===== src/rtl/fixed_divider.sv =====
// Sequential signed Q1.FRAC divider: radix-2 restoring on magnitudes, then sign/saturation/div-by-zero fixup.
// Optional FIXED_DIVIDER_ROUND_EN: round half away from zero before saturation.
module fixed_divider #(
    parameter int WIDTH = 8,
    parameter int FRAC  = 7
) (
    input  logic             clk,
    input  logic             rst,
    input  logic             in_valid,
    output logic             in_ready,
    input  logic [WIDTH-1:0] dividend,
    input  logic [WIDTH-1:0] divisor,
    output logic             out_valid,
    input  logic             out_ready,
    output logic [WIDTH-1:0] quot,
    output logic             sat,
    output logic             div_zero
);
    localparam int ITER = WIDTH + FRAC;
    localparam int NW   = WIDTH + FRAC + 1;
    localparam int CW   = $clog2(ITER + 1);
    localparam logic [CW-1:0]    LAST    = CW'(ITER - 1);
    localparam logic [NW-1:0]    LIM_POS = {{(NW-WIDTH+1){1'b0}}, {(WIDTH-1){1'b1}}};
    localparam logic [NW-1:0]    LIM_NEG = {{(NW-WIDTH){1'b0}}, 1'b1, {(WIDTH-1){1'b0}}};
    localparam logic [WIDTH-1:0] MAX_Q   = {1'b0, {(WIDTH-1){1'b1}}};
    localparam logic [WIDTH-1:0] MIN_Q   = {1'b1, {(WIDTH-1){1'b0}}};

    typedef enum logic [1:0] {IDLE, CALC, FIX, OUT} state_t;
    state_t state, state_nx;

    logic [CW-1:0]    cnt;
    logic             sign_q, dvd_neg, dz;
    logic [WIDTH:0]   dvs_mag;
    logic [ITER-1:0]  num_sh;
    logic [NW-1:0]    q_mag;
    logic [WIDTH:0]   rem;

    // Unsigned WIDTH-bit negation maps the most negative value to 2^(WIDTH-1) correctly.
    logic [WIDTH-1:0] dvd_abs, dvs_abs;
    assign dvd_abs = dividend[WIDTH-1] ? -dividend : dividend;
    assign dvs_abs = divisor[WIDTH-1]  ? -divisor  : divisor;

    logic [WIDTH+1:0] trial, diff;
    logic             ge;
    assign trial = {rem, num_sh[ITER-1]};
    assign diff  = trial - {1'b0, dvs_mag};
    assign ge    = trial >= {1'b0, dvs_mag};

    logic [NW-1:0]    q_fin;
    logic [WIDTH-1:0] q_lo, fix_quot;
    logic             fix_sat;

    always_comb begin
        q_fin = q_mag;
`ifdef FIXED_DIVIDER_ROUND_EN
        if ({rem, 1'b0} >= {1'b0, dvs_mag})
            q_fin = q_mag + {{(NW-1){1'b0}}, 1'b1};
`endif
        q_lo     = q_fin[WIDTH-1:0];
        fix_quot = sign_q ? -q_lo : q_lo;
        fix_sat  = 1'b0;
        if (dz) begin
            fix_quot = dvd_neg ? MIN_Q : MAX_Q;
            fix_sat  = 1'b1;
        end else if (!sign_q && q_fin > LIM_POS) begin
            fix_quot = MAX_Q;
            fix_sat  = 1'b1;
        end else if (sign_q && q_fin > LIM_NEG) begin
            fix_quot = MIN_Q;
            fix_sat  = 1'b1;
        end
    end

    always_ff @(posedge clk) begin
        if (rst) state <= IDLE;
        else     state <= state_nx;
    end

    always_comb begin
        state_nx = state;
        case (state)
            IDLE: if (in_valid) state_nx = CALC;
            CALC: if (cnt == LAST) state_nx = FIX;
            FIX:  state_nx = OUT;
            OUT:  if (out_ready) state_nx = IDLE;
            default: state_nx = IDLE;
        endcase
    end

    assign in_ready  = (state == IDLE);
    assign out_valid = (state == OUT);

    always_ff @(posedge clk) begin
        if (rst) begin
            cnt      <= '0;
            sign_q   <= 1'b0;
            dvd_neg  <= 1'b0;
            dz       <= 1'b0;
            dvs_mag  <= '0;
            num_sh   <= '0;
            q_mag    <= '0;
            rem      <= '0;
            quot     <= '0;
            sat      <= 1'b0;
            div_zero <= 1'b0;
        end else begin
            case (state)
                IDLE: if (in_valid) begin
                    cnt     <= '0;
                    sign_q  <= dividend[WIDTH-1] ^ divisor[WIDTH-1];
                    dvd_neg <= dividend[WIDTH-1];
                    dz      <= (divisor == '0);
                    dvs_mag <= {1'b0, dvs_abs};
                    num_sh  <= {dvd_abs, {FRAC{1'b0}}};
                    q_mag   <= '0;
                    rem     <= '0;
                end
                CALC: begin
                    cnt    <= cnt + 1'b1;
                    num_sh <= {num_sh[ITER-2:0], 1'b0};
                    q_mag  <= {q_mag[NW-2:0], ge};
                    rem    <= ge ? diff[WIDTH:0] : trial[WIDTH:0];
                end
                FIX: begin
                    quot     <= fix_quot;
                    sat      <= fix_sat;
                    div_zero <= dz;
                end
                default: ;
            endcase
        end
    end
endmodule


===== config.mk =====
export PLATFORM = sky130hd
export DESIGN_NAME = fixed_divider
export DESIGN_NICKNAME = d
export VERILOG_FILES = /design/src/rtl/fixed_divider.sv
export SDC_FILE = /design/constraint.sdc
export NUM_CORES = 1
export LEC_CHECK = 0
export ABC_CLOCK_PERIOD_IN_PS = 2250
export BUFFER_PORTS_ARGS = -buffer_cell sky130_fd_sc_hd__buf_2
export CAP_MARGIN = 25
export CORE_ASPECT_RATIO = 0.8
export CORE_MARGIN = 3
export CORE_UTILIZATION = 54
export DETAILED_ROUTE_END_ITERATION = 6
export PLACE_DENSITY = 0.76
export SLEW_MARGIN = 20
export SYNTH_ARGS = -nofsm -noshare
export SYNTH_HDL_FRONTEND = slang
export SYNTH_SLANG_ARGS = --single-unit

===== constraint.sdc =====
create_clock -name clk -period 2.25 [get_ports clk]
set_input_delay 0.3375 -clock clk [delete_from_list [all_inputs] [get_ports clk]]
set_output_delay 0.3375 -clock clk [all_outputs]
set_load 0.005 [all_outputs]

* Word-level counts from Yosys, hierarchy flattened
Cells that the tools add are included.
Cells by class: add/subtract/negate cells 5, order comparisons 3, equality and inequality tests 7, mux-type cells 23, bitwise operators 1, reductions and logical operators 9
Operators by type and width (count):
- $mux 8 | 7
- $pmux 16 s2 | 1
- $pmux 15 s2 | 1
- $neg 8->8 | 3
- $mux 9 | 2
- $pmux 9 s2 | 1
- $gt 16x7->1 const B | 1
- $gt 16x8->1 const B | 1
- $mux 16 | 1
- $mux 15 | 1
- $ge 10x8->1 | 1
- $sub 9x8->9 | 1
- $logic_not 8->1 | 1
- $pmux 2 s4 | 1
- $pmux 4 s2 | 1
- $mux 2 | 3
- $add 4x1->4 const B | 1
- $eq 2x2->1 const B | 2
- $eq 4x4->1 const B | 1
- $mux 4 | 1
- $ne 2x2->1 const B | 2
- $reduce_and 2->1 | 2
- $mux 1 | 3
- $reduce_and 3->1 | 1
- other kinds (7) | 8
Storage, ports and cells: register bits 67, input port bits 20, output and inout port bits 12, logic and storage cells 60

* Depth between registers and ports, before layout
word-level depth 5, depth in mapped cells 9, gate-level depth less buffers 8

* Worst setup path before layout
Ideal clock, no wire load.
path type reg-to-reg, start reg num_sh[14], end reg rem[5], library setup time 0.116 ns, arrival 2.018 ns, required time 2.134 ns, setup slack 0.116 ns, stages on the path, launching flop included 10, buffers on the path 1, clock period less this slack 2.134 ns, cell sequence dfxtp_1 inv_1 ha_1 fa_1 nand2b_1 a21oi_1 o221a_2 clkbuf_1 o31ai_1 a31o_1
Between the ends: longest elaborated chain between the ends 3, elaborated cells between the ends (all ways) 4, classes of those cells 1 x add/sub; 1 x order compare; 2 x mux
Ends and longest elaborated chain:
- start, declared | RTL line 34 | logic [ITER-1:0] num_sh;
- start signal, assigned | RTL line 114 | num_sh <= {dvd_abs, {FRAC{1'b0}}};
- start signal, assigned | RTL line 120 | num_sh <= {num_sh[ITER-2:0], 1'b0};
- $sub 9x8->9 / $ge 10x8->1 (equally long branches) | RTL line 46, 47
- $mux 9 (*) | RTL line 122 | rem <= ge ? diff[WIDTH:0] : trial[WIDTH:0];
- $pmux 9 s2 (*) | RTL line 107 | case (state)
- end signal, assigned | RTL line 122
- end, declared | RTL line 36 | logic [WIDTH:0] rem;
Every way passes the cells marked *; elsewhere a longest branch is shown, timed or not. A chain may end at the register's enable or synchronous reset.

* Worst setup path in the final report
start reg num_sh[14], end reg rem[6]
Same word-level chain as after synthesis.

==> impl_results.md <==
* Clk pwr share at 0.200
* Area of the mapped netlist at 3450 sq um
* Routed Antenna Nets at 0
* CP Data Required Time at about 2500 ps
* Worst Path Buf+Inv at 2
* Diodes inserted at 0
* EDFF count, synth at 0
* Post-layout minimum cycle time at ~2100 ps
* Post-Place Worst Slack at 6.59 ps
* Placed Instances at 516
* Worst Hold Class: input port to flip-flop
* Design area at 3930 sq um
* Switching power at 2.24 mW
* Final Hold Viols at 0
* Switching part of the total at 0.424
* Avg Synthesized Cell Area at roughly 8.3 sq um
* Worst setup margin at 125 ps
* Layout cell share with drive strength beyond 1 at 0.163
* Post-synth top area share at 0.348
* CP max stage delay at 410 ps
* Drt via density at 5.82
* Flop pwr share at 0.274
* Die W at 95.3 um
* Worst slew margin at 0.662
* Clock transition at path regs at 70 ps
* CP Cell Sequence: inv_1 -> ha_1 -> fa_1 -> nand2b_1 -> a21oi_2 -> o221a_2 -> buf_4 -> o31ai_1 -> a31o_1
* Post-Route Skew at between 5 and 6 ps
* Number of global-route vias before repair at between 2000 and 3000
* Commonest cells after routing, fill and taps aside: 60 x dfxtp_1, 55 x nor2_1, 43 x nand2_1, 31 x buf_2, 25 x inv_1
* Detailed Place HPWL at roughly 5.8 mm
* Worst Max-Slew Pin Slew at 508 ps
* CTS tree: done
* Post-DP Area at 3680 sq um
* Clock sink total at 60
* Starting Density at 0.571
* Detailed-route via count at between 3000 and 4000
* Largest net degree at the start of global routing at 31
* Endpoints failing setup at 0
* Netlist cell types at 56
* Worst vdd ir at ~0.00084 V
* IO Pins at 32
* Fin crit share at 0.945
* CTS Buf Count at 9
* RSZ-0062 raised after global routing: false
* Leak pwr at 1.58 nW
* Clock Tree Buf Depth at 2
* Seq cells post-synth at 60
* All-Layer GR Usage at 0.227
* Initial antenna violation count at 0
* CORE AREA at between 6000 and 7000 sq um
* Sequential element share of the synthesized area at 0.348
* Async set or reset register ratio after synthesis at 0
* Synth Flop Type: dfxtp_1
* Hold wc startpoint: divisor[0]
* RR Startpoint: num_sh[14]
* FILL cells at 517
* Most common cell after layout, fill and taps aside: dfxtp_1
* Synth warnings at 0
* Final std cells w/o fill at 535
* Logic gate share of total power at 0.526
* CP delay by family, top: compound AO/OA/AOI/OAI gates
* Rows at 25
* Pwr per Cell Area at 1340 nW/um^2
* Internal power at 3.04 mW
* Root buffer cell: clkbuf_8
* Total Nets Final at between 400 and 500
* Initial drt markers at 179
* H-tree Lvls at 3
* Routability congestion estimate from global placement at 0.912
* Pins over their slew limit at 0
* Setup_tns at 0 ps
* Max-cap check violation count at 0
* Final WL at around 8.0 mm
* Post-Syn Instances at ~420
* Post-Syn Nets at approximately 460
* Pre-Repair DR Iteration Count at 6
* Critical Path Source: num_sh[14]
* First-pass GRT wire length at 13.2 mm
* Worst-path maximum fanout at 6
* Overall power at 5.28 mW
* Clk_lat worst skew at 340 ps
* Largest area contributor in the netlist: dfxtp_1
* PortBufs at 31
* Area contributors post-synth: dfxtp_1 35%, ha_1 6.2%, nor2_1 6.0%
* Avg WL per Cell at 15.0 um
* Die area at 7380 sq um
* Crit path capture type: flip-flop
* FMAX at between 400 and 500 MHz
* Total gr overflow at 0
* DRC errors left at 0
* Crit Path Category: flip-flop to flip-flop
* WP data arrival at around 2400 ps
* Syn-to-layout area delta at 14.0%
* Crit start category: flip-flop
* Status: complete, no violations
* DIE HEIGHT at 77.5 um
* Slowest stage cell, crit path: fa_1
==> logic make-up (layout without fill, tap and decap cells) <==
kind of cell | count (synthesis) | after routing | share of synthesized area
and+or+nand+nor | 150 | 150 | 0.216
AOI/OAI and AO/OA | 113 | 113 | 0.240
DFF | 60 | 60 | 0.348
buffers and inverters | 50 | 87 | 0.0577
adders and majority gates | 18 | 18 | 0.0675
xor gates and xnor gates | 17 | 17 | 0.0432
muxes | 9 | 9 | 0.0269
==> per-stage QoR <==
step,hold WS [ps],utilization
after global routing,286,0.651
after global placement,440,0.610
after CTS,285,0.646
after detailed placement,448,0.610
final,296,0.651
after floorplan,432,-
==> worst min-delay path: stages <==
cell and delay [ps]:
buf_2 130, nand2_1 60, a21oi_1 60
==> final timing paths <==
check / end / cells after the start / slack, ps
setup reg to reg: rem[6] / 9 / 120
setup / recovery: rem[6] / 9 / 120
hold / removal: dvs_mag[0] / 3 / 300
hold reg to reg: num_sh[11] / 2 / 450
==> repair_timing <==
action / 4_1_cts / 5_1_grt
hold buffers: 0 / 0
setup endpoints to repair: 0 / 8
setup buffers: 0 / 2
resized for setup: 0 / 2
hold endpoints to repair: 0 / 0
==> layer usage <==
| layer | up-vias | track usage | part of all wire |
|---|---|---|---|
| met3 | 8 | 0.0707 | 0.074 |
| met5 | - | 0 | 0 |
| met4 | 0 | 0.0663 | 0.0081 |
| li1 | 1554 | - | - |
| met2 | 108 | 0.344 | 0.45 |
| met1 | 1445 | 0.309 | 0.47 |
==> synth_stat cells, drive strengths merged (4+ instances only) <==
cell type  count
mux2i          7
a211oi        10
a31oi          7
o31ai          8
nor2b          4
a21oi         15
ha            17
or3            5
nand3         10
o211ai        12
clkbuf        18
xnor2          7
nor3           6
inv           27
a22oi         17
nand2         43
xor2          10
o311ai         4
nor2          55
dfxtp         60
buf            5
nand3b         4
nand2b         9
o21ai         18
==> power groups by stage <==
| stage | sequential, mW | combinational, mW | clock, mW |
|---|---|---|---|
| final | 1.45 | 2.77 | 1.06 |
| after global routing | 1.48 | 3.05 | 1.12 |
| after CTS | 1.44 | 2.60 | 1.07 |
| after detailed placement | 1.47 | 2.58 | 0 |
| after global placement | 1.45 | 2.55 | 0 |
| after floorplan | 1.42 | 1.94 | 0 |
==> flip-flops by register name (all words and copies together), names as in the netlist <==
name,count
rem,9
dvd_neg,1
sat,1
dz,1
sign_q,1
q_fin,16
quot,8
div_zero,1
cnt,4
dvs_mag,8
num_sh,8
state,2
==> area by class of cell <==
| cell class | instances | area, sq um | share of cell area |
|---|---|---|---|
| timing repair buffer | 44 | 253 | 0.0643 |
| tap | 81 | 101 | 0.0258 |
| sequential | 60 | 1200 | 0.306 |
| clock buffer | 10 | 128 | 0.0325 |
| inverter | 27 | 101 | 0.0258 |
| multi-input combinational | 307 | 2060 | 0.523 |
| clock inverter | 6 | 88.8 | 0.0226 |
Power figures use the tool's default switching activity.
